File: src/rtl/vga_timing_pkg.sv
// Shared timing constants and helpers for the VGA raster pipeline.
package vga_timing_pkg;

  // Raster coordinate width; both axes must fit in 1024 positions.
  localparam int COORD_W   = 10;
  localparam int COORD_MAX = 1024;

  // Default 640x480@60 timing (25.175 MHz pixel clock).
  localparam int DEF_H_DISPLAY = 640;
  localparam int DEF_H_FRONT   = 16;
  localparam int DEF_H_SYNC    = 96;
  localparam int DEF_H_BACK    = 48;
  localparam int DEF_V_DISPLAY = 480;
  localparam int DEF_V_BOTTOM  = 10;
  localparam int DEF_V_SYNC    = 2;
  localparam int DEF_V_TOP     = 33;

  // Tiny VGA Pmod bit positions on uo_out.
  localparam int UO_R1    = 0;
  localparam int UO_G1    = 1;
  localparam int UO_B1    = 2;
  localparam int UO_VSYNC = 3;
  localparam int UO_R0    = 4;
  localparam int UO_G0    = 5;
  localparam int UO_B0    = 6;
  localparam int UO_HSYNC = 7;

  // Positions per axis: visible + front porch + sync + back porch.
  function automatic int axis_total(input int display, input int front,
                                    input int sync, input int back);
    return display + front + sync + back;
  endfunction

endpackage

File: src/rtl/vga_timing_gen_axis.sv
// One raster axis: position counter plus registered sync/visible decode.
// The decode registers are loaded from the next-state position so they
// always describe the position being presented, with no skew.
module vga_axis_counter
  import vga_timing_pkg::*;
#(
  parameter int   DISPLAY  = DEF_H_DISPLAY,
  parameter int   FRONT    = DEF_H_FRONT,
  parameter int   SYNC     = DEF_H_SYNC,
  parameter int   BACK     = DEF_H_BACK,
  parameter logic SYNC_POL = 1'b0
) (
  input  logic               clk,
  input  logic               rst_n,
  input  logic               en,
  input  logic               adv,
  output logic [COORD_W-1:0] pos,
  output logic               wrap,
  output logic               sync,
  output logic               visible
);

  localparam int TOTAL = axis_total(DISPLAY, FRONT, SYNC, BACK);
  localparam logic [COORD_W-1:0] LAST_C       = COORD_W'(TOTAL - 1);
  localparam logic [COORD_W-1:0] DISP_C       = COORD_W'(DISPLAY);
  localparam logic [COORD_W-1:0] SYNC_FIRST_C = COORD_W'(DISPLAY + FRONT);
  localparam logic [COORD_W-1:0] SYNC_LAST_C  = COORD_W'(DISPLAY + FRONT + SYNC - 1);

  logic [COORD_W-1:0] pos_r;
  logic [COORD_W-1:0] pos_next_s;
  logic               at_last_s;
  logic               sync_r;
  logic               sync_next_s;
  logic               visible_r;
  logic               visible_next_s;

  // Next position and its sync/visible decode.
  always_comb begin
    pos_next_s     = pos_r;
    sync_next_s    = ~SYNC_POL;
    visible_next_s = 1'b0;
    at_last_s      = (pos_r == LAST_C);
    if (adv) begin
      if (at_last_s) begin
        pos_next_s = {COORD_W{1'b0}};
      end else begin
        pos_next_s = pos_r + COORD_W'(1);
      end
    end else begin
      pos_next_s = pos_r;
    end
    if ((pos_next_s >= SYNC_FIRST_C) && (pos_next_s <= SYNC_LAST_C)) begin
      sync_next_s = SYNC_POL;
    end else begin
      sync_next_s = ~SYNC_POL;
    end
    visible_next_s = (pos_next_s < DISP_C);
  end

  // Position and decode registers; everything holds while en is low.
  always_ff @(posedge clk) begin
    if (!rst_n) begin
      pos_r     <= {COORD_W{1'b0}};
      sync_r    <= ~SYNC_POL;
      visible_r <= 1'b0;
    end else if (en) begin
      pos_r     <= pos_next_s;
      sync_r    <= sync_next_s;
      visible_r <= visible_next_s;
    end
  end

  assign pos     = pos_r;
  assign wrap    = adv & at_last_s;
  assign sync    = sync_r;
  assign visible = visible_r;

endmodule

File: src/rtl/vga_timing_gen.sv
// VGA raster timing generator: coordinates, syncs, display enable,
// line/frame strobes and a frame counter for the pattern generators.
module vga_timing_gen
  import vga_timing_pkg::*;
#(
  parameter int   H_DISPLAY  = DEF_H_DISPLAY,
  parameter int   H_FRONT    = DEF_H_FRONT,
  parameter int   H_SYNC     = DEF_H_SYNC,
  parameter int   H_BACK     = DEF_H_BACK,
  parameter int   V_DISPLAY  = DEF_V_DISPLAY,
  parameter int   V_BOTTOM   = DEF_V_BOTTOM,
  parameter int   V_SYNC     = DEF_V_SYNC,
  parameter int   V_TOP      = DEF_V_TOP,
  parameter logic H_SYNC_POL = 1'b0,
  parameter logic V_SYNC_POL = 1'b0,
  parameter int   FRAME_W    = 9
) (
  input  logic               clk,
  input  logic               rst_n,
  input  logic               en,
  output logic [COORD_W-1:0] hpos,
  output logic [COORD_W-1:0] vpos,
  output logic               hsync,
  output logic               vsync,
  output logic               display_on,
  output logic               line_start,
  output logic               frame_start,
  output logic [FRAME_W-1:0] frame_no
);

  localparam int H_TOTAL = axis_total(H_DISPLAY, H_FRONT, H_SYNC, H_BACK);
  localparam int V_TOTAL = axis_total(V_DISPLAY, V_BOTTOM, V_SYNC, V_TOP);

  if (H_TOTAL > COORD_MAX) begin : g_h_total_chk
    $error("vga_timing_gen: H_TOTAL exceeds coordinate range");
  end
  if (V_TOTAL > COORD_MAX) begin : g_v_total_chk
    $error("vga_timing_gen: V_TOTAL exceeds coordinate range");
  end

  logic               h_wrap_s;
  logic               v_wrap_s;
  logic               h_vis_s;
  logic               v_vis_s;
  logic               line_flag_r;
  logic               frame_flag_r;
  logic [FRAME_W-1:0] frame_no_r;

  vga_axis_counter #(
    .DISPLAY (H_DISPLAY),
    .FRONT   (H_FRONT),
    .SYNC    (H_SYNC),
    .BACK    (H_BACK),
    .SYNC_POL(H_SYNC_POL)
  ) u_h_axis (
    .clk    (clk),
    .rst_n  (rst_n),
    .en     (en),
    .adv    (1'b1),
    .pos    (hpos),
    .wrap   (h_wrap_s),
    .sync   (hsync),
    .visible(h_vis_s)
  );

  // The vertical axis steps only when the line wraps, but its decode
  // registers still reload on every enabled pixel.
  vga_axis_counter #(
    .DISPLAY (V_DISPLAY),
    .FRONT   (V_BOTTOM),
    .SYNC    (V_SYNC),
    .BACK    (V_TOP),
    .SYNC_POL(V_SYNC_POL)
  ) u_v_axis (
    .clk    (clk),
    .rst_n  (rst_n),
    .en     (en),
    .adv    (h_wrap_s),
    .pos    (vpos),
    .wrap   (v_wrap_s),
    .sync   (vsync),
    .visible(v_vis_s)
  );

  // Strobe flags mark the pixel entered by a wrap; the frame counter
  // steps on the same edge that raises the frame flag.
  always_ff @(posedge clk) begin
    if (!rst_n) begin
      line_flag_r  <= 1'b0;
      frame_flag_r <= 1'b0;
      frame_no_r   <= {FRAME_W{1'b0}};
    end else if (en) begin
      line_flag_r  <= h_wrap_s;
      frame_flag_r <= v_wrap_s;
      if (v_wrap_s) begin
        frame_no_r <= frame_no_r + FRAME_W'(1);
      end
    end
  end

  // Both visibility bits are registers; post-reset both start low, so
  // the first (0,0) after reset is blanked.
  assign display_on  = h_vis_s & v_vis_s;
  // Gating with en limits each strobe to a single enabled pixel even
  // when the pipeline stalls on the first pixel of a line or frame.
  assign line_start  = line_flag_r & en;
  assign frame_start = frame_flag_r & en;
  assign frame_no    = frame_no_r;

endmodule

File: config.mk
export PLATFORM = sky130hd
export DESIGN_NAME = vga_timing_gen
export DESIGN_NICKNAME = d
export VERILOG_FILES = /design/src/rtl/vga_timing_pkg.sv /design/src/rtl/vga_timing_gen_axis.sv /design/src/rtl/vga_timing_gen.sv
export SDC_FILE = /design/constraint.sdc
export NUM_CORES = 1
export LEC_CHECK = 0
export ABC_AREA = 1
export CORE_ASPECT_RATIO = 0.75
export CORE_MARGIN = 3
export CORE_UTILIZATION = 40
export DETAILED_ROUTE_END_ITERATION = 12
export HOLD_SLACK_MARGIN = 0.1
export PLACE_DENSITY = 0.7
export SLEW_MARGIN = 20
export SYNTH_ARGS = -nofsm -noshare
export SYNTH_HDL_FRONTEND = slang
export SYNTH_SLANG_ARGS = --single-unit
File: constraint.sdc
create_clock -name clk -period 1.7 [get_ports clk]
set_input_delay 0.255 -clock clk [delete_from_list [all_inputs] [get_ports clk]]
set_output_delay 0.255 -clock clk [all_outputs]
set_load 0.02 [all_outputs]
==> flow_summary.yaml <==
critical_path:
  crit_required_ns: 1.89
  crit_fanout: 4
  critPathArrivalTime_ns: 1.93
  worstSetupPathType: "reg -> reg"
  cp-end-kind: "register"
  worst_setup_path_start_kind: "register"
cts:
  tritoncts: "yes"
  insertion_delay_ns: 0.29
  cts.sinks: 35
  clkSlewWorstSetupHoldPaths_ns: 0.08
  htreeDepth: 2
  cts_buffer_depth: 2
  ctsHoldBuffers: 0
  cts_buffers: 5
  cts-root-buf: "clkbuf_8"
timing:
  max_freq_mhz: 573.5
  min_period_ns: 1.744
  worst_slack_ns: -0.04364
  worst_pin_slew_ns: 0.4946
  min_period_over_period_pct: 102.6
  setup_viol: 7
  rsz0062_at_grt: "yes"
  relSlewSlack_pct: 66.99
  report.final.hold_viol_count: 0
  whs_ns: 0.4660
  skew_ns: 0.004639
  drv_slew: 0
route:
  drc: 0
  num_vias: 2656
  drt_iter0_drc: 231
  drtAntennaViolNets: 0
  vias_per_cell: 5.228
  avgRoutedWirePerCell_um: 13.54
  drt-pass1-iter-count: 6
  wl_um: 6878
synthesis:
  syn_area_per_cell_sq_um: 6.386
  seq_area_frac_synth_pct: 32.56
  synth_nets: 345
  netlist_top_cells_area: "dfxtp_1, nand2_1, inv_1"
  syn_area_sq_um: 2152
  yosys_warnings: 0
  yosysTopAreaCell: "dfxtp_1"
  syn_inst: 337
  synth_top_area_share_pct: 32.56
  ys_types: 28
  synth_seq_cells: 35
global_routing:
  grt_max_degree: 33
  overflow: 0
  grt_pass1_vias: 2290
  grtUsageTotal_pct: 20.43
  grt_first_pass_wirelength_um: 10700
  antenna_found_initial: 0
worst_hold_path:
  hold_class: "reg -> reg"
cells_and_area:
  final_core_util_pct: 67.71
  layoutNonFillerInstCount: 508
  area_growth_pct: 58.49
  drive_gt1_share_pct: 31.88
  fin_nets: 443
  antenna_cells: 0
place:
  dp.cells: 482
  dpl.hpwl_um: 4408
  placement.io_buffers: 36
  gp_congestion: 0.9258
die:
  start_util_pct: 42.72
  num_rows: 22
  die_h_um: 69.52
  fp.dieW_um: 90.70
  dieArea_sq_um: 6305
  core_area_sq_um: 5037
  io_pins: 37
run:
  drv_cap: 0
pwr:
  ir_drop_v: 0.0004451
  power.density_nw_per_um2: 609.3
  p_leak_nw: 1.597
run_status:
  violations: "negative setup slack"
  status: "finished, violations left"
[critical path, stage by stage (launching register included)]
cell and delay (ns):
dfxtp_4 0.39, buf_4 0.13, nand2_1 0.10, nor2_2 0.15
nand2_1 0.07, nand2_1 0.07, nand2_1 0.09, o21ai_4 0.18
nand3_1 0.09, nor2_1 0.13, nand3_1 0.12, nand2_1 0.08
nand2_1 0.04
[power by group]
group          internal, mW  switching (mW)  total [mW]
clock                 0.483           0.340       0.823
combinational         0.158           0.209       0.367
sequential            0.850          0.0378       0.888
total                  1.49           0.587        2.08
[cell usage after synthesis]
library cell / number
nor3_1: 5
xnor2_1: 2
nor2_1: 25
inv_1: 49
buf_6: 1
a211oi_1: 2
nand4_4: 2
buf_1: 1
nand3_1: 20
nor2_4: 1
buf_2: 3
ha_1: 5
nor3_4: 1
nor3_2: 1
dfxtp_1: 35
clkbuf_1: 5
o21ai_2: 1
xor2_1: 1
inv_2: 1
nand4_1: 11
o21ai_1: 2
o21ai_0: 24
o211ai_1: 3
clkinv_1: 2
nand3_2: 3
nor2_2: 5
a21oi_1: 32
nand2_1: 94
[flip-flops by register name, indices dropped and copies added, names as in the netlist]
| signal | flops |
|---|---|
| u_h_axis.pos | 10 |
| u_v_axis.pos | 10 |
| frame_no | 9 |
| frame_flag_r | 1 |
| line_flag_r | 1 |
| u_h_axis.sync | 1 |
| u_h_axis.visible | 1 |
| u_v_axis.sync | 1 |
| u_v_axis.visible | 1 |
[metrics by stage]
step,setup TNS (ns),power (mW),area (sq um),setup WS [ns]
after global routing,-1.257,2.160,3411,-0.1622
after global placement,-0.9519,1.233,2913,-0.1445
after detailed placement,-1.426,1.237,2913,-0.1557
after floorplan,0,1.082,2158,0.002077
after CTS,-0.05527,2.063,3148,-0.03214
final,-0.1232,2.078,3411,-0.04364
[cell usage in the layout, fill, tap and decap left out, types with 11 or more instances in the layout]
| master | synthesis | final |
|---|---|---|
| nand3_1 | 20 | 17 |
| nor2_1 | 25 | 15 |
| clkdlybuf4s50_1 | 0 | 26 |
| inv_1 | 49 | 46 |
| nand2_1 | 94 | 80 |
| nand4_1 | 11 | 11 |
| dfxtp_1 | 35 | 23 |
| buf_4 | 0 | 61 |
| o21ai_0 | 24 | 16 |
| nand2_2 | 0 | 12 |
| a21oi_1 | 32 | 31 |
[kinds of logic (layout without fill, tap and decap cells)]
| kind of cell | Yosys count | count (layout) | share of synthesized area, % |
|---|---|---|---|
| simple gates | 168 | 169 | 36.34 |
| compound gates | 64 | 64 | 15.64 |
| buf+inv | 62 | 160 | 11.34 |
| flops | 35 | 35 | 32.56 |
| fa+ha+maj | 5 | 5 | 2.907 |
| xor+xnor | 3 | 3 | 1.221 |
[timing repair]
item,CTS,global route
setup buffers,6,11
resized for setup,32,58
gates cloned,1,0
pin swaps,15,28
setup endpoints to repair,21,25
[final cells by class]
| type | instances | area [sq um] |
|---|---|---|
| sequential | 35 | 723.2 |
| fill | 415 | 1627 |
| timing repair buffer | 100 | 860.8 |
| multi-input combinational | 241 | 1414 |
| clock buffer | 6 | 82.58 |
| clock inverter | 2 | 38.79 |
| tap | 72 | 90.09 |
| inverter | 52 | 201.4 |
[routing by layer]
layer  global-route usage, %  wire [um]  part of all wire [%]  up-vias
met1                   29.59       3179                    46     1210
li1                        -          -                     -     1292
met3                   5.423        504                   7.3       23
met4                   4.754        121                   1.8        0
met5                       0          0                     0        -
met2                   30.07       3073                    45      131
[final timing paths]
| check | slack (ns) | cells after the start | endpoint | startpoint |
|---|---|---|---|---|
| setup / recovery | -0.04 | 12 | u_v_axis.sync | u_v_axis.pos[1] |
| hold / removal | 0.47 | 2 | line_flag_r | line_flag_r |
| setup reg to reg | -0.04 | 12 | u_v_axis.sync | u_v_axis.pos[1] |
| hold reg to reg | 0.47 | 2 | line_flag_r | line_flag_r |
Power figures use the tool's default switching activity.
